===== src/rtl/weight_mem_pkg.sv =====
// Shared types and the saturating add used by the weight store.
package weight_mem_pkg;

  typedef enum logic {IDLE = 1'b0, CLEAR = 1'b1} clr_state_t;

  // Unsigned weight plus sign-extended delta, clamped to 0..2^data_w-1.
  // Two guard bits above the weight keep both overflow directions visible.
  function automatic logic [31:0] sat_add(input logic [31:0] weight,
                                          input logic [31:0] delta,
                                          input int          data_w);
    logic signed [33:0] sum;
    logic signed [33:0] hi;
    sum = $signed({2'b00, weight}) + $signed({{2{delta[31]}}, delta});
    hi  = (34'sd1 <<< data_w) - 34'sd1;
    if (sum < 34'sd0) return '0;
    if (sum > hi)     return hi[31:0];
    return sum[31:0];
  endfunction

endpackage


===== src/rtl/weight_sat_add.sv =====
// Combinational clamp adder for the update stage: weight + signed delta.
module weight_sat_add
  import weight_mem_pkg::*;
#(
  parameter int DATA_W  = 8,
  parameter int DELTA_W = 4
) (
  input  logic [DATA_W-1:0]  weight,
  input  logic [DELTA_W-1:0] delta,
  output logic [DATA_W-1:0]  result
);

  logic [31:0] w_ext;
  logic [31:0] d_ext;

  assign w_ext  = 32'(weight);
  assign d_ext  = {{(32-DELTA_W){delta[DELTA_W-1]}}, delta};
  assign result = DATA_W'(sat_add(w_ext, d_ext, DATA_W));

endmodule


===== src/rtl/weight_mem.sv =====
// Synaptic weight store: host write, registered read, 2-stage saturating update.
// Optional background clear sequencer enabled by WMEM_CLEAR_EN.
module weight_mem
  import weight_mem_pkg::*;
#(
  parameter int DATA_W  = 8,
  parameter int DEPTH   = 16,
  parameter int ADDR_W  = $clog2(DEPTH),
  parameter int DELTA_W = 4
) (
  input  logic               clk,
  input  logic               rst_n,
  input  logic               wr_en,
  input  logic [ADDR_W-1:0]  wr_addr,
  input  logic [DATA_W-1:0]  wr_data,
  input  logic               rd_en,
  input  logic [ADDR_W-1:0]  rd_addr,
  output logic [DATA_W-1:0]  rd_data,
  output logic               rd_valid,
  input  logic               upd_en,
  input  logic [ADDR_W-1:0]  upd_addr,
  input  logic [DELTA_W-1:0] upd_delta,
`ifdef WMEM_CLEAR_EN
  input  logic               clr_req,
`endif
  output logic               busy
);

  logic [DATA_W-1:0] mem [DEPTH];

  function automatic logic in_range(input logic [ADDR_W-1:0] a);
    return 32'(a) < 32'(DEPTH);
  endfunction

  logic               wr_ok, upd_ok, u1_we, clr_we;
  logic [ADDR_W-1:0]  clr_addr;
  logic               u0_valid;
  logic [ADDR_W-1:0]  u0_addr;
  logic [DELTA_W-1:0] u0_delta;
  logic [DATA_W-1:0]  u1_base, u1_result;
  logic               fwd_valid;
  logic [ADDR_W-1:0]  fwd_addr;
  logic [DATA_W-1:0]  fwd_data;

`ifdef WMEM_CLEAR_EN
  clr_state_t        state, state_nxt;
  logic [ADDR_W-1:0] cnt;

  always_ff @(posedge clk or negedge rst_n) begin
    if (!rst_n) begin
      state <= IDLE;
      cnt   <= '0;
    end else begin
      state <= state_nxt;
      cnt   <= (state == CLEAR) ? cnt + 1'b1 : '0;
    end
  end

  always_comb begin
    state_nxt = state;
    case (state)
      IDLE:  if (clr_req) state_nxt = CLEAR;
      CLEAR: if (cnt == ADDR_W'(DEPTH-1)) state_nxt = IDLE;
    endcase
  end

  assign busy     = (state == CLEAR);
  assign clr_we   = busy;
  assign clr_addr = cnt;
`else
  assign busy     = 1'b0;
  assign clr_we   = 1'b0;
  assign clr_addr = '0;
`endif

  assign wr_ok  = wr_en  & ~busy & in_range(wr_addr);
  assign upd_ok = upd_en & ~busy & in_range(upd_addr);
  // A sweep discards whatever the update pipe was carrying.
  assign u1_we  = u0_valid & ~busy;

  always_ff @(posedge clk or negedge rst_n) begin
    if (!rst_n) begin
      u0_valid <= 1'b0;
      u0_addr  <= '0;
      u0_delta <= '0;
    end else begin
      u0_valid <= upd_ok;
      if (upd_ok) begin
        u0_addr  <= upd_addr;
        u0_delta <= upd_delta;
      end
    end
  end

  assign u1_base = (fwd_valid && fwd_addr == u0_addr) ? fwd_data : mem[u0_addr];

  weight_sat_add #(.DATA_W(DATA_W), .DELTA_W(DELTA_W)) u_sat (
    .weight (u1_base),
    .delta  (u0_delta),
    .result (u1_result)
  );

  // Forwarded value is whatever actually landed in the array, so a colliding
  // host write replaces the update result here too.
  always_ff @(posedge clk or negedge rst_n) begin
    if (!rst_n) begin
      fwd_valid <= 1'b0;
      fwd_addr  <= '0;
      fwd_data  <= '0;
    end else begin
      fwd_valid <= u1_we;
      fwd_addr  <= u0_addr;
      fwd_data  <= (wr_ok && wr_addr == u0_addr) ? wr_data : u1_result;
    end
  end

  // Host write is assigned last so it wins over a same-address writeback.
  always_ff @(posedge clk or negedge rst_n) begin
    if (!rst_n) begin
      for (int i = 0; i < DEPTH; i++) mem[i] <= '0;
    end else if (clr_we) begin
      mem[clr_addr] <= '0;
    end else begin
      if (u1_we) mem[u0_addr] <= u1_result;
      if (wr_ok) mem[wr_addr] <= wr_data;
    end
  end

  always_ff @(posedge clk or negedge rst_n) begin
    if (!rst_n) begin
      rd_data  <= '0;
      rd_valid <= 1'b0;
    end else begin
      rd_valid <= rd_en;
      if (rd_en) rd_data <= in_range(rd_addr) ? mem[rd_addr] : '0;
    end
  end

endmodule


===== config.mk =====
export PLATFORM = sky130hd
export DESIGN_NAME = weight_mem
export DESIGN_NICKNAME = d
export VERILOG_FILES = /design/src/rtl/weight_mem_pkg.sv /design/src/rtl/weight_sat_add.sv /design/src/rtl/weight_mem.sv
export SDC_FILE = /design/constraint.sdc
export NUM_CORES = 1
export LEC_CHECK = 0
export ABC_AREA = 1
export ABC_CLOCK_PERIOD_IN_PS = 8650
export BUFFER_PORTS_ARGS = -buffer_cell sky130_fd_sc_hd__buf_2
export CORE_MARGIN = 3
export CORE_UTILIZATION = 45
export DETAILED_ROUTE_END_ITERATION = 6
export GPL_TIMING_DRIVEN = 0
export SLEW_MARGIN = 10
export SYNTH_ARGS = -nofsm -noshare
export SYNTH_HDL_FRONTEND = slang
export SYNTH_HIERARCHICAL = 1
export SYNTH_SLANG_ARGS = --single-unit

===== constraint.sdc =====
create_clock -name clk -period 8.65 [get_ports clk]
set_input_delay 0.865 -clock clk [delete_from_list [all_inputs] [get_ports clk]]
set_output_delay 0.865 -clock clk [all_outputs]
set_load 0.03 [all_outputs]

Word-level counts from Yosys, hierarchy flattened
Cells that the tools add are included.
{"block": "op_classes", "n_lt_le_gt_ge": 7, "reduce_logical": 4, "n_mux": 23, "n_bitwise": 3, "n_addsub": 1, "eq_ne": 2}
{"cell": "bitwise mux 128 bit", "count": 2}
{"cell": "two-way mux 128 bit", "count": 2}
{"cell": "two-way mux 8 bit", "count": 12}
{"cell": "binary-select mux 8 bit (select 4 bit)", "count": 2}
{"cell": "demux 8 bit (select 4 bit)", "count": 2}
{"cell": ">= comparator 5 bit (second input constant)", "count": 3}
{"cell": "inverter 4 -> 5 bit", "count": 3}
{"cell": "adder 9 x 4 -> 10 bit", "count": 1}
{"cell": "> comparator 10 x 9 -> 1 bit (second input constant)", "count": 1}
{"cell": "< comparator 10 x 1 -> 1 bit (second input constant)", "count": 1}
{"cell": "< comparator 5 x 1 -> 1 bit (second input constant)", "count": 2}
{"cell": "== test 4 bit", "count": 2}
{"cell": "logical AND 1 bit", "count": 4}
{"cell": "two-way mux 1 bit", "count": 3}
{"block": "word_totals", "regBits": 159, "word_cells": 64, "inputBits": 29, "out_inout_bits": 10}

Depth between registers and ports, before layout
Gate-level depths: netlist of the first run.
{"block": "logic_depth", "word_depth": 15, "ltp_mapped": 29, "depth_no_buf": 27}

Modules after synthesis
Netlist of the first run, hierarchy kept.
{"module": "weight_mem", "seq_area_each_um2": 3978.8, "n_inst": 1, "cells_each": 1484, "area_each_um2": 9815.7}
{"module": "weight_sat_add", "seq_area_each_um2": 0.0, "n_inst": 1, "cells_each": 85, "area_each_um2": 496.7}

Least setup slack after synthesis of the first run
No wires, ideal clock.
{"block": "synth_timing", "path_type": "flip-flop to flip-flop", "from": "register u0_addr[1]", "to": "register mem[109] in the netlist's numbering", "stages_incl_launch_ff": 26, "t_arrival_ps": 3319, "n_path_buf": 4, "synth_period_minus_slack_ps": 3401, "setup_time_ps": 82, "path_slack_ps": 5249, "t_required_ps": 8568, "cell_sequence": "dfrtp_1 inv_2 buf_2 buf_1 nand2_1 nand3_1 nand2_1 nand2_1 nor2_1 nor2_1 ha_1 inv_1 fa_1 inv_1 nand3_1 nand2_1 nand2_1 nand3_1 inv_1 nand2_2 nand2_4 a21oi_1 clkbuf_1 buf_1 nand3_1 a31oi_1"}
{"block": "synth_via", "elab_chain_cells": 15, "elab_cells_between_ends": 25, "cone_classes": "add/sub: 1; order compare: 4; eq/ne: 1; mux: 16; bitwise: 1; reduce/logical: 2"}
{"element": "start, declared", "line_no": "weight_mem.sv:38", "rtl": "logic [ADDR_W-1:0] u0_addr;"}
{"element": "start signal, assigned", "line_no": "weight_mem.sv:89", "rtl": "u0_addr <= upd_addr;"}
{"element": "inverter 4 -> 5 bit (implied by the code)", "line_no": "weight_mem.sv:95", "rtl": "assign u1_base = (fwd_valid && fwd_addr == u0_addr) ? fwd_data : mem[u0_addr];"}
{"element": "binary-select mux 8 bit (select 4 bit)", "line_no": "weight_mem.sv:95"}
{"element": "two-way mux 8 bit (implied by the code) (2 in series)", "line_no": "weight_mem.sv:95"}
{"element": "two-way mux 8 bit *", "line_no": "weight_mem.sv:95"}
{"element": "net u1_base[0]", "line_no": "weight_mem.sv:40", "rtl": "logic [DATA_W-1:0] u1_base, u1_result;"}
{"element": "adder 9 x 4 -> 10 bit *", "line_no": "weight_mem_pkg.sv:13", "rtl": "sum = $signed({2'b00, weight}) + $signed({{2{delta[31]}}, delta});"}
{"element": "> comparator 10 x 9 -> 1 bit", "line_no": "weight_mem_pkg.sv:16", "rtl": "if (sum > hi) return hi[31:0];"}
{"element": "two-way mux 1 bit (2 in series)", "line_no": "weight_mem_pkg.sv:16"}
{"element": "two-way mux 8 bit", "line_no": "weight_mem_pkg.sv:17", "rtl": "return sum[31:0];"}
{"element": "two-way mux 8 bit *", "line_no": "weight_mem_pkg.sv:16"}
{"element": "net u1_result[5]", "line_no": "weight_mem.sv:40"}
{"element": "bitwise mux 128 bit *", "line_no": "weight_mem.sv:124", "rtl": "if (u1_we) mem[u0_addr] <= u1_result;"}
{"element": "two-way mux 128 bit *", "line_no": "weight_mem.sv:124"}
{"element": "bitwise mux 128 bit", "line_no": "weight_mem.sv:125", "rtl": "if (wr_ok) mem[wr_addr] <= wr_data;"}
{"element": "two-way mux 128 bit *", "line_no": "weight_mem.sv:125"}
{"element": "end signal, assigned by index", "line_no": "weight_mem.sv:124"}
{"element": "end signal, assigned by index", "line_no": "weight_mem.sv:125"}
{"element": "end, declared", "line_no": "weight_mem.sv:29", "rtl": "logic [DATA_W-1:0] mem [DEPTH];"}
Mark *: on every way through the listed nets, which the timed path passes. The rest lies on a longest branch. The select of a mux whose other input is x is not followed.
A chain may end at the register's enable or synchronous reset.

Final worst setup path of the first run
{"block": "layout_timing", "from": "register u0_addr[0]", "to": "register mem[124] in the netlist's numbering"}
Same word-level chain as after synthesis.

==> results.md, run 1 <==
Critical path:
- STA classifies the critical path endpoint as a register.
- The startpoint identified for the worst register-to-register timing path is u0_addr[0]$_DFFE_PN0P_.
- The largest driver fanout on the critical path is 10.
- The end of the worst register-to-register path is mem[124]$_DFF_PN0_.
- Measured in cells, the most critical reg-to-reg path has a length of 25.
- STA classifies the critical path startpoint as a register.
- The cell with the largest stage delay on the worst path is sky130_fd_sc_hd__clkbuf_1.
- The worst endpoint required time is 9.00 ns.
- The worst path arrival time is ~5.9 ns.
- The most numerous cell on the critical path is sky130_fd_sc_hd__nand2_1.
- On the worst path, the slowest cell contributes a delay of 0.92 ns.
- The setup check on the worst reg-to-reg path leaves a slack of ~3.1 ns.
- The category of the most critical setup path is reg2reg.

Final layout:
- The repair_antennas step left the layout with diodes totalling 0.
- The layout has 2255 filler cells.
- The net count reported at finish is 1661.
- Registers take 0.00398 mm^2.
- The area growth from synthesis to layout is 11.3%.
- In the final layout, the multi-input gates occupy between 0.005 and 0.006 mm^2.
- Of the cells placed in the final design, the portion with a size suffix greater than 1 is 0.0765.

Timing:
- The number of endpoints failing setup at the final stage is 0.
- Setup repair after global routing left no endpoint under its margin.
- The count of final hold-check violations is 0.
- The slew at the pin closest to its max-slew limit is roughly 1.3 ns.
- The final max-slew violation count is 0.
- The worst clock skew is ~0.017 ns.
- The worst-case setup margin in the final layout is between 3 and 4 ns.
- The worst relative slew slack is 0.150.
- The shortest clock period the worst path allows after layout is ~5.6 ns.
- The highest clock frequency the design can meet is between 0.15 and 0.2 GHz.
- Dividing the final minimum period by the clock period gives 0.645.
- For the final routed database, the setup TNS stands at 0 ns.

Clocking:
- The clock reaches the later pin of the worst-skew pair after around 0.45 ns.
- Post-CTS timing repair inserted 0 buffers for setup.
- Clock tree synthesis inserted a total of 17 buffers.
- The quantity of gates resized following cts is 0.
- The clock sink count is roughly 160.
- The number of levels in the clock H-tree is 4.
- The clock passes through at most 2 buffers.
- The CTS tree is built.
- The clock-pin slew on the worst setup and hold paths is roughly 0.07 ns.
- The number of hold buffers added after CTS was 0.
- The tree is rooted in a sky130_fd_sc_hd__clkbuf_16.

Run status:
- The flow ran to the end, and the final reports show no timing, DRC or antenna violations.

GRT:
- The maximum number of pins on one net before global-route repair is 100.
- The number of antenna violations at the first check in global routing was 0.
- In the global route stage, overall resource usage came out at 0.391.
- The number of global-route vias before repair came to about 11000.
- Global routing finished with a remaining overflow of 0.
- The wire length of the first global-routing pass is approximately 70 mm.

Synthesis:
- The netlist uses 36 different library cells.
- For this run, the number of Yosys warnings is 6.
- The post-synthesis cell count is about 1600.
- The share of Yosys cell area claimed by the top area cell type is 0.386.
- When the netlist entered floorplanning its net count stood at 1608.
- sky130_fd_sc_hd__nand2_1 is the most common cell in the netlist.
- For this run, the leading register cell type out of synthesis is sky130_fd_sc_hd__dfrtp_1.
- Sorting the synthesized cells by area gives the leading types as sky130_fd_sc_hd__dfrtp_1 (39%), sky130_fd_sc_hd__nand2_1 (22%), sky130_fd_sc_hd__nand3_1 (7.2%).
- The total standard cell area after synthesis is ~0.010 mm^2.
- Of all flip-flops after synthesis, the portion carrying an async set or reset was 1.00.
- Sorting the synthesized cells by how often they occur yields sky130_fd_sc_hd__nand2_1 (617), sky130_fd_sc_hd__dfrtp_1 (159), sky130_fd_sc_hd__nand3_1 (148).
- After synthesis the netlist holds a flip-flop and latch count of roughly 160.
- The number of enable flip-flop cells after synthesis is 0.
- The most area-hungry cell type in the Yosys netlist is sky130_fd_sc_hd__dfrtp_1.
- The share of synthesized area occupied by flip-flops and latches is 0.386.
- Dividing the synthesized area by the synthesized cell count gives between 6 and 7 um^2.

Placed design:
- Prior to clock tree synthesis, the placed netlist has a worst setup slack of ~3.3 ns.
- The final HPWL from detailed placement is 34.3 mm.
- At the end of routability-driven placement, the weighted congestion stood at between 1 and 1.5.
- The number of port buffers is 33.

Floorplanning:
- The region available for standard cell placement spans about 0.022 mm^2.
- The top-level I/O count is 39.
- For this configuration, the core starts out at a cell density of 0.465.
- The die footprint is 0.0248 mm^2.
- The width of the chip is approximately 160 um.
- The vertical extent of the die is about 160 um.
- The row count is 54.

Route:
- The routed wire length is approximately 48 mm.
- For this block, the via count after detailed routing is 11773.
- The number of remaining DRC errors is 0.
- The number of routed nets with antenna violations is 0.
- In the final routed layout, each cell accounts on average for approximately 25 um.
- In this run, the number of DRC markers left after iteration 0 of detailed routing was roughly 1900.
- After detailed routing, the number of vias per cell comes to about 6.
- The first detailed-routing pass ran for 7 iterations.

Min path:
- The path type of the worst min-delay path is in2async.

Run:
- Max-cap violations in this run came to 0.

Pwr:
- The worst voltage drop across the vdd grid is roughly 0.00024 V.
- The leakage power total is 5.68 nW.
- For this design the ratio of total power to cell area is 317 mW/mm^2.
per-stage QoR:
stage / hold slack [ns] / power, W / utilization / cells / cell area [um^2]
2_1_floorplan: 0.349 / 0.00211 / - / 1569 / 10300
3_3_place_gp: 0.351 / 0.00274 / 0.489 / 1882 / 10800
3_5_place_dp: 0.353 / 0.00275 / 0.490 / 1883 / 10900
4_1_cts: 0.370 / 0.00357 / 0.518 / 1915 / 11500
5_1_grt: 0.382 / 0.00383 / 0.518 / 1915 / 11500
6_report: 0.352 / 0.00364 / 0.518 / 1915 / 11500
how the worst max path moves through the flow:
stage	slack [ns]	to	from
2_1_floorplan	5.25	mem[109]$_DFF_PN0_	u0_addr[1]$_DFFE_PN0P_
3_3_place_gp	3.39	mem[59]$_DFF_PN0_	u0_addr[0]$_DFFE_PN0P_
3_5_place_dp	3.34	mem[124]$_DFF_PN0_	u0_addr[0]$_DFFE_PN0P_
4_1_cts	3.32	mem[108]$_DFF_PN0_	u0_addr[0]$_DFFE_PN0P_
5_1_grt	2.94	mem[36]$_DFF_PN0_	u0_addr[0]$_DFFE_PN0P_
6_report	3.07	mem[124]$_DFF_PN0_	u0_addr[0]$_DFFE_PN0P_
worst max-delay path: cells and delay by family, from the launching register on:
family | cells | cell delay (ns)
AO/OA/AOI/OAI | 2 | 1.05
adder cells (fa/ha/maj) | 2 | 0.62
buffers and inverters | 6 | 1.96
flip-flops | 1 | 0.39
AND/OR/NAND/NOR | 15 | 1.44
area by class of cell:
type / instances / share of cell area
plain buffers: 98 / 0.0352
clock buffers: 21 / 0.0401
clock inverters: 11 / 0.0135
inverters: 89 / 0.0291
multi-input cells: 1223 / 0.487
flip-flops and latches: 159 / 0.347
well taps: 280 / 0.0305
repair buffers: 34 / 0.0177
per-layer routing:
| layer | vias to the layer above | share of wire | global-route usage |
|---|---|---|---|
| met5 | - | 0 | 0 |
| met1 | 5470 | 0.39 | 0.526 |
| met3 | 196 | 0.12 | 0.0968 |
| met2 | 835 | 0.42 | 0.567 |
| met4 | 0 | 0.073 | 0.236 |
| li1 | 5272 | - | - |
placed cells by master (no fill, tap or decap), types with 5 or more instances in the layout:
cell and instances:
sky130_fd_sc_hd__o22ai_1 69, sky130_fd_sc_hd__clkbuf_1 69, sky130_fd_sc_hd__nor2_1 105, sky130_fd_sc_hd__o21ai_0 120, sky130_fd_sc_hd__a31oi_1 17, sky130_fd_sc_hd__nor2_4 5, sky130_fd_sc_hd__nor3_1 30, sky130_fd_sc_hd__nand2_1 617
sky130_fd_sc_hd__dfrtp_1 159, sky130_fd_sc_hd__o21ai_1 28, sky130_fd_sc_hd__ha_1 9, sky130_fd_sc_hd__inv_2 15, sky130_fd_sc_hd__o211ai_1 17, sky130_fd_sc_hd__buf_2 52, sky130_fd_sc_hd__buf_1 8, sky130_fd_sc_hd__clkbuf_16 17
sky130_fd_sc_hd__a21oi_1 20, sky130_fd_sc_hd__nor2_2 5, sky130_fd_sc_hd__nand3_1 148, sky130_fd_sc_hd__inv_1 72
logic make-up (layout without fill, tap and decap cells):
family,Yosys count,after routing,synth area share
simple gates,923,923,0.368
xor+xnor,6,6,0.00510
buf+inv,187,253,0.0716
mux,4,4,0.00437
flops,159,159,0.386
fa+ha+maj,10,10,0.0129
other cells,1,1,0.000364
compound gates,279,279,0.152
power breakdown:
group / internal (W) / total [W] / leakage, nW / switching, W
clock network: 0.000474 / 0.000818 / 0.292 / 0.000344
logic: 0.000436 / 0.00151 / 3.48 / 0.00108
registers: 0.00102 / 0.00131 / 1.91 / 0.000292
total: 0.00193 / 0.00364 / 5.68 / 0.00171
flip-flops by register name, summed over array words and instances, names as in the netlist:
register,cells
fwd_addr,4
fwd_data,8
fwd_valid,1
mem,128
rd_data,8
rd_valid,1
u0_addr,4
u0_delta,4
u0_valid,1
(Power assumes the default switching activity.)
==> inputs of run 2 (changes only) <==
ABC_AREA = 0   (was 1)
ABC_CLOCK_PERIOD_IN_PS = 5500   (was 8650)
clock period = 5.5 ns   (was 8.65 ns; I/O delays follow)
==> run 2 against run 1 <==
Sequential power increased by 64%; via count decreased by 35%; clock skew decreased by 0.0053 ns; register-to-register slack got worse by 2.8 ns; critical endpoint is now mem[68]$_DFF_PN0_; design area decreased by 1.9%; critical path depth decreased by 8; combinational power increased by 95%; worst setup slack got worse by 2.8 ns; hold slack got worse by 0.26 ns; power increased by 77%; synthesized area decreased by 2.4%; clock-buffer cell count decreased by 3.
==> results.md, run 2 <==
Clocking:
- The number of clock buffers inserted by TritonCTS came to 17 (unchanged).
- The CTS tree is built.
- The clock sink count is 159 (unchanged).
- The clock-pin slew on the worst setup and hold paths is 0.06 ns (about the same).
- The root buffer cell chosen for the clock tree is sky130_fd_sc_hd__clkbuf_16.
- The number of buffers between clock root and the deepest sink is 2 (unchanged).
- The clock latency on the worst-skew pair is 0.43 ns (-0.02 ns).
- The number of levels in the clock H-tree was 4 (unchanged).

Synthesis:
- The synthesized net count came to 951 (-41%).
- The total standard cell area after synthesis is 0.0101 mm^2 (-2.4%).
- Yosys attributes the largest share of cell area to sky130_fd_sc_hd__dfrtp_1 (40%), sky130_fd_sc_hd__mux2i_1 (17%), sky130_fd_sc_hd__mux4_2 (13%).
- The total of warnings raised by yosys is 6 (unchanged).
- For this run, the leading register cell type out of synthesis is sky130_fd_sc_hd__dfrtp_1.
- The total of flip-flops plus latches after synthesis is 159 (unchanged).
- By count the netlist is led by sky130_fd_sc_hd__mux2i_1 (169), sky130_fd_sc_hd__dfrtp_1 (159), sky130_fd_sc_hd__a21oi_1 (85).
- The number of enable flip-flop cells after synthesis is 0 (unchanged).
- The most numerous cell in the Yosys netlist is sky130_fd_sc_hd__mux2i_1.
- The most area-hungry cell type in the Yosys netlist is sky130_fd_sc_hd__dfrtp_1.
- The post-synthesis cell count came to 912 (-42%).
- The unique cell type count in the Yosys netlist came to 56 (+56%).
- The share of Yosys cell area claimed by the top area cell type was 0.395 (+0.00940).
- The post-synthesis average cell area is 11.0 um^2 (+68%).
- The share of synthesized area occupied by flip-flops and latches is 0.395 (+0.00940).
- The proportion of synthesized flip-flops having asynchronous set or reset is 1.00 (unchanged).

Final layout:
- The layout cell share with drive strength beyond 1 is 0.212 (+0.136).
- In the layout the commonest cells are sky130_fd_sc_hd__mux2i_1 (169), sky130_fd_sc_hd__dfrtp_1 (159), sky130_fd_sc_hd__a21oi_1 (85), sky130_fd_sc_hd__nor2_1 (84), sky130_fd_sc_hd__nand2_1 (64).
- The number of fill cells is 2011 (-11%).
- The largest registers in the layout are mem: 128 flops, fwd_data: 8 flops, rd_data: 8 flops.
- The register with the most flip-flops in the final layout is mem.
- The non-filler instance count after layout is 1251 (-35%).
- The net count reported at finish is 997 (-40%).
- The number of antenna diodes was 0 (unchanged).
- The library cell used most frequently in the layout, excluding fill and tap cells, is sky130_fd_sc_hd__mux2i_1.
- The flip-flop count of the largest register, all copies and words added was 128 (unchanged).
- The area growth from synthesis to layout is 11.9%.

GRT:
- The maximum number of pins on one net before global-route repair is 86 (-14%).
- The number of global-route vias before repair is 7525 (-30%).
- The total global-route track usage is 0.272 (-0.119).
- The wire length of the first global-routing pass was 48.6 mm (-31%).
- The aggregate global routing overflow is 0 (unchanged).
- The number of antenna violations at the first check in global routing is 0 (unchanged).

Placed design:
- The number of port buffers was 26 (-21%).
- The final HPWL from detailed placement was 23.4 mm (-32%).
- The number of cells after detailed placement was 1219 (-35%).
- The post-placement worst setup slack came to 0.129 ns (-3.21 ns).
- The placer's final routability congestion estimate is 0.969 (-12%).

Critical path:
- The number of buffer and inverter instances along the worst setup path is 5 (-1).
- The cell with the largest stage delay on the worst path is sky130_fd_sc_hd__clkbuf_1.
- STA classifies the critical path endpoint as a register.
- The worst path arrival time is 5.57 ns (-0.36 ns).
- The largest driver fanout on the critical path is 10 (unchanged).
- The family of cells with the greatest summed delay on the critical path is buffers and inverters.
- The number of cells on the critical path was 17 (-32%).
- The largest incremental delay on the critical path is 0.60 ns (-0.32 ns).
- The worst endpoint required time is 5.85 ns (-3.15 ns).
- Walking the worst path, the cells encountered are buf_6 > buf_6 > mux4_2 > mux2i_1 > mux2i_1 > mux2_2 > ha_1 > a21o_1 > a31oi_2 > a21oi_2 > or3_1 > buf_6 > o22ai_1 > buf_1 > clkbuf_1 > mux2i_1 > a21oi_1.
- The worst reg-to-reg path cell count was 17 (-32%).
- STA classifies the critical path startpoint as a register.
- The category of the most critical setup path is reg2reg.

Timing:
- The worst relative slew slack is 0.401 (+0.251).
- The worst clock skew is 0.0119 ns (-0.00534 ns).
- The highest clock frequency the design can meet is 0.192 GHz (+7.0%).
- The portion of the clock cycle consumed by the worst path in the final layout is 0.948 (+0.303).
- The total negative slack is 0 ns (unchanged).
- The number of endpoints failing setup at the final stage is 0 (unchanged).
- The worst-case setup margin in the final layout is 0.286 ns (-2.79 ns).
- The slew at the pin closest to its max-slew limit was 0.898 ns (-0.377 ns).
- The shortest clock period the worst path allows after layout came to 5.21 ns (-0.363 ns).
- Setup repair after global routing left no endpoint under its margin.
- The final worst hold slack was 0.0933 ns (-0.258 ns).
- The count of final hold-check violations came to 0 (unchanged).
- The final max-slew violation count came to 0 (unchanged).

Min path:
- The path type of the worst min-delay path is in2async.

Floorplanning:
- The core box area came to 0.0219 mm^2 (-1.2%).
- The row count is 54 (unchanged).
- The width of the chip is 156 um (-1.2%).
- The vertical extent of the die came to 156 um (-1.2%).
- The effective utilization at floorplan is 0.460 (-0.00546).
- The top-level I/O count is 39 (unchanged).
- The die footprint was 0.0242 mm^2 (-2.3%).

Pwr:
- The power density relative to cell area is 573 mW/mm^2 (+81%).
- The leakage power total was 4.75 nW (-16%).
- The worst voltage drop across the vdd grid was 0.000226 V (-4.7%).

Route:
- The number of remaining DRC errors was 0 (unchanged).
- The total iterations of the first detailed-routing run is 5 (-2).
- The routed length per placed instance is 25.8 um (+3.4%).
- The vias after detailed routing was 7675 (-35%).
- The violation count after the first detailed-routing iteration is 797 (-58%).
- The number of routed nets with antenna violations was 0 (unchanged).
- The routed wire length is 32.3 mm (-32%).
- The detail-routed via count per cell is 6.14 (-0.21%).

Run:
- The total of max-cap violations was 0 (unchanged).

Run status:
- The run finished with clean final reports.
run 2: stage by stage:
step	cell area, um^2	utilization	total power (W)
CTS	11300	0.514	0.00639
finish	11300	0.515	0.00645
global route	11300	0.515	0.00678
floorplan	10100	-	0.00395
global placement	10500	0.482	0.00495
detailed placement	10600	0.484	0.00502
run 2: logic make-up after synthesis:
logic type,Yosys count,share of synthesized area
adder cells (fa/ha/maj),10,0.0132
XOR/XNOR,13,0.0113
AND/OR/NAND/NOR,208,0.0977
flip-flops,159,0.395
buffers and inverters,94,0.0449
other,1,0.000372
AO/OA/AOI/OAI,170,0.0967
multiplexers,257,0.341
run 2: final timing paths:
path,start,slack [ns],end
setup / recovery,u0_addr[0]$_DFFE_PN0P_,0.29,mem[68]$_DFF_PN0_
hold / removal,rst_n,0.09,u0_delta[2]$_DFFE_PN0P_
setup reg to reg,u0_addr[0]$_DFFE_PN0P_,0.29,mem[68]$_DFF_PN0_
hold reg to reg,u0_addr[2]$_DFFE_PN0P_,0.37,fwd_addr[2]$_DFF_PN0_
max in group asynchronous,rst_n,4.59,mem[86]$_DFF_PN0_
min in group clk,rd_en,0.24,rd_valid$_DFF_PN0_
run 2: worst reg2reg max path, cell delays in order, from the launching register on:
cell                       delay, ns
sky130_fd_sc_hd__dfrtp_1        0.37
sky130_fd_sc_hd__buf_6          0.18
sky130_fd_sc_hd__buf_6          0.22
sky130_fd_sc_hd__mux4_2         0.58
sky130_fd_sc_hd__mux2i_1        0.25
sky130_fd_sc_hd__mux2i_1        0.11
sky130_fd_sc_hd__mux2_2         0.28
sky130_fd_sc_hd__ha_1           0.39
sky130_fd_sc_hd__a21o_1         0.24
sky130_fd_sc_hd__a31oi_2        0.28
sky130_fd_sc_hd__a21oi_2        0.09
sky130_fd_sc_hd__or3_1          0.33
sky130_fd_sc_hd__buf_6          0.15
sky130_fd_sc_hd__o22ai_1        0.19
sky130_fd_sc_hd__buf_1          0.53
sky130_fd_sc_hd__clkbuf_1       0.60
sky130_fd_sc_hd__mux2i_1        0.18
sky130_fd_sc_hd__a21oi_1        0.19
run 2: cell type report:
| class | instances | area (um^2) | share of cell area |
|---|---|---|---|
| flip-flops and latches | 159 | 3980 | 0.353 |
| clock inverters | 14 | 230 | 0.0204 |
| inverters | 6 | 22.5 | 0.00200 |
| multi-input cells | 659 | 5640 | 0.500 |
| repair buffers | 27 | 168 | 0.0149 |
| plain buffers | 88 | 438 | 0.0389 |
| clock buffers | 18 | 439 | 0.0390 |
| well taps | 280 | 350 | 0.0311 |
run 2: metal layers:
layer	vias up	global-route usage	wire length, um
li1	3428	-	-
met3	49	0.0652	2710
met4	0	0.101	1190
met2	359	0.398	14100
met1	3839	0.395	14300
met5	-	0	0
run 2: what timing repair did:
item,4_1_cts,5_1_grt
hold buffers,0,0
endpoints found under the setup margin,0,50
endpoints found under the hold margin,0,0
gates resized for setup,0,15
buffers inserted,0,0
run 2: report_power, final:
| part | internal [W] | leakage [nW] | switching [W] |
|---|---|---|---|
| Clock | 0.000829 | 0.322 | 0.000525 |
| Combinational | 0.00124 | 2.57 | 0.00171 |
| Sequential | 0.00170 | 1.85 | 0.000446 |
| Total | 0.00378 | 4.75 | 0.00268 |
==> inputs of run 3 (changes only) <==
ABC_CLOCK_PERIOD_IN_PS = 6700   (was 5500)
clock period = 6.7 ns   (was 5.5 ns; I/O delays follow)
==> run 3 against run 2 <==
The run now ends with design-rule violations left; via count shrank 0.20%; first-iteration DRC count grew 6.6%; global-route usage is the same; power shrank 18%; hold slack gained 0.12 ns; sequential share of layout area is essentially flat; critical path depth is the same; critical endpoint is now mem[45]$_DFF_PN0_; largest power group unchanged.
==> results.md, run 3 (same netlist as run 2, synthesis figures left out) <==
Pwr:
- The worst voltage drop across the vdd grid was 0.000185 V (-18%).
- The share of total power in combinational logic is 0.456 (about the same).
- The share of power burned in registers is 0.334 (about the same).
- The relative contribution of the clock network to total power is 0.210 (about the same).
- The switching share of power is 0.415 (about the same).
- The power density relative to cell area is 470 mW/mm^2 (-18%).
- The switching power is 0.00219 W (-18%).
- The internal power consumption came to 0.00309 W (-18%).
- The leakage power total came to 4.73 nW (-0.46%).

Route:
- The vias after detailed routing came to 7660 (-0.20%).
- The number of routed nets with antenna violations is 0 (unchanged).
- The number of remaining DRC errors is 3 (+3).
- The routed wire length was 32.1 mm (-0.43%).
- The total iterations of the first detailed-routing run is 7 (+2).
- The routed length per placed instance came to 25.7 um (-0.43%).
- The detail-routed via count per cell is 6.12 (-0.20%).
- The violation count after the first detailed-routing iteration was 850 (+6.6%).

Timing:
- The total negative slack is 0 ns (unchanged).
- The portion of the clock cycle consumed by the worst path in the final layout is 0.812 (-0.136).
- The highest clock frequency the design can meet is 0.184 GHz (-4.2%).
- The final max-slew violation count came to 0 (unchanged).
- The count of final hold-check violations was 0 (unchanged).
- The worst clock skew came to 0.0121 ns (+0.000209 ns).
- Setup repair after global routing left no endpoint under its margin.
- The worst relative slew slack is 0.396 (-0.00562).
- The shortest clock period the worst path allows after layout is 5.44 ns (+0.230 ns).
- The worst-case setup margin in the final layout is 1.26 ns (+0.970 ns).
- The slew at the pin closest to its max-slew limit came to 0.907 ns (+0.00843 ns).
- The number of endpoints failing setup at the final stage is 0 (unchanged).

Clocking:
- The number of levels in the clock H-tree is 4 (unchanged).
- The number of clock buffers inserted by TritonCTS came to 17 (unchanged).
- The number of hold-repair buffers added at the cts stage is 0 (unchanged).
- The number of buffers between clock root and the deepest sink is 2 (unchanged).
- TritonCTS built the clock tree.
- The clock sink count came to 159 (unchanged).
- The clock latency on the worst-skew pair is 0.44 ns (about the same).
- The clock-pin slew on the worst setup and hold paths is 0.06 ns (about the same).
- The post-CTS repair timing setup buffer count is 0 (unchanged).
- The quantity of gates resized following cts is 0 (unchanged).
- The cell at the root of the clock tree is sky130_fd_sc_hd__clkbuf_16.

Final layout:
- Leaving out fill and tap cells, the most frequent cells in the layout are sky130_fd_sc_hd__mux2i_1 (169), sky130_fd_sc_hd__dfrtp_1 (159), sky130_fd_sc_hd__a21oi_1 (85), sky130_fd_sc_hd__nor2_1 (84), sky130_fd_sc_hd__nand2_1 (64).
- mem holds more flip-flops than any other register.
- The final standard cell utilization of the core is 0.514 (about the same).
- The final instance area is 0.0113 mm^2 (about the same).
- Leaving out fill and tap cells, the most frequent cell in the layout is sky130_fd_sc_hd__mux2i_1.
- The layout cell share with drive strength beyond 1 is 0.205 (-0.00721).
- The number of antenna diodes is 0 (unchanged).
- The flip-flop count of the largest register, all copies and words added is 128 (unchanged).
- In the final layout, the registers with the most flip-flops are mem: 128 flops, fwd_data: 8 flops, rd_data: 8 flops.
- The area growth from synthesis to final layout came to 11.8% (about the same).
- The net count reported at finish is 997 (unchanged).

Placed design:
- The placer's final routability congestion estimate came to 0.969 (unchanged).
- The number of port buffers came to 26 (unchanged).
- The post-placement worst setup slack was 1.33 ns (+1.20 ns).
- The post-detailed-placement cell area is 0.0106 mm^2 (unchanged).
- The final HPWL from detailed placement was 23.4 mm (unchanged).

Floorplanning:
- The width of the chip came to 156 um (unchanged).
- The vertical extent of the die came to 156 um (unchanged).
- The core box area was 0.0219 mm^2 (unchanged).
- The top-level I/O count is 39 (unchanged).
- The row count came to 54 (unchanged).
- The die footprint is 0.0242 mm^2 (unchanged).
- The effective utilization at floorplan is 0.460 (unchanged).

Critical path:
- The critical path in this run is classified as reg2reg.
- STA classifies the critical path endpoint as a register.
- The largest driver fanout on the critical path came to 10 (unchanged).
- The worst endpoint required time is 7.06 ns (+1.21 ns).
- The kind of start point of the critical path is a register.
- The worst path arrival time was 5.80 ns (+0.23 ns).

GRT:
- The aggregate global routing overflow is 0 (unchanged).
- The number of antenna violations at the first check in global routing is 0 (unchanged).
- The maximum number of pins on one net before global-route repair was 86 (unchanged).
- The number of global-route vias before repair is 7525 (unchanged).
- The wire length of the first global-routing pass is 48.6 mm (unchanged).
- The total global-route track usage came to 0.272 (unchanged).

Min path:
- The path type of the worst min-delay path is in2async.

Run status:
- The run finished, with violations left.
- The checks that failed: design-rule violations.

Run:
- The total of max-cap violations was 0 (unchanged).
[run 3: final timing paths]
path,start,to,slack (ns),depth (start not counted)
min in group clk,rd_en,rd_valid$_DFF_PN0_,0.36,1
max,u0_addr[0]$_DFFE_PN0P_,mem[45]$_DFF_PN0_,1.26,17
max in group asynchronous,rst_n,mem[86]$_DFF_PN0_,5.67,2
min reg2reg,u0_addr[2]$_DFFE_PN0P_,fwd_addr[2]$_DFF_PN0_,0.37,0
min,rst_n,u0_delta[2]$_DFFE_PN0P_,0.21,1
max reg2reg,u0_addr[0]$_DFFE_PN0P_,mem[45]$_DFF_PN0_,1.26,17
[run 3: layout make-up]
| class | count | area (um^2) |
|---|---|---|
| fillers | 2011 | 10600 |
| multi-input cells | 659 | 5640 |
| flip-flops and latches | 159 | 3980 |
| clock buffers | 18 | 439 |
| plain buffers | 88 | 429 |
| well taps | 280 | 350 |
| clock inverters | 14 | 230 |
| repair buffers | 27 | 168 |
| inverters | 6 | 22.5 |
[run 3: per-layer routing]
| layer | track usage | part of all wire |
|---|---|---|
| met2 | 0.398 | 0.44 |
| met1 | 0.395 | 0.44 |
| met4 | 0.101 | 0.036 |
| met5 | 0 | 0 |
| met3 | 0.0652 | 0.083 |
[run 3: power groups by stage]
| stage | registers, W | clock network, W | logic, W |
|---|---|---|---|
| after CTS | 0.00174 | 0.00112 | 0.00238 |
| after global routing | 0.00181 | 0.00116 | 0.00258 |
| after global placement | 0.00173 | 0 | 0.00233 |
| after floorplan | 0.00165 | 0 | 0.00160 |
| final | 0.00176 | 0.00111 | 0.00241 |
| after detailed placement | 0.00175 | 0 | 0.00237 |
[run 3: metrics by stage]
step	hold WS (ns)	power [W]	std cells
after global routing	0.244	0.00556	1251
after floorplan	0.349	0.00324	912
after detailed placement	0.358	0.00412	1219
after CTS	0.240	0.00524	1251
after global placement	0.353	0.00407	1218
final	0.209	0.00528	1251
[run 3: critical path, cell delays in order, from the launching register on]
cell and delay [ns]:
sky130_fd_sc_hd__dfrtp_1 0.36, sky130_fd_sc_hd__buf_6 0.18, sky130_fd_sc_hd__buf_6 0.21, sky130_fd_sc_hd__mux4_2 0.57, sky130_fd_sc_hd__mux2i_1 0.24, sky130_fd_sc_hd__mux2i_1 0.11
sky130_fd_sc_hd__mux2_2 0.28, sky130_fd_sc_hd__ha_1 0.40, sky130_fd_sc_hd__a21o_1 0.24, sky130_fd_sc_hd__a31oi_2 0.28, sky130_fd_sc_hd__a21oi_2 0.09, sky130_fd_sc_hd__or3_1 0.33
sky130_fd_sc_hd__buf_6 0.15, sky130_fd_sc_hd__a22oi_1 0.22, sky130_fd_sc_hd__buf_1 0.59, sky130_fd_sc_hd__clkbuf_1 0.75, sky130_fd_sc_hd__mux2i_1 0.18, sky130_fd_sc_hd__a21oi_1 0.18
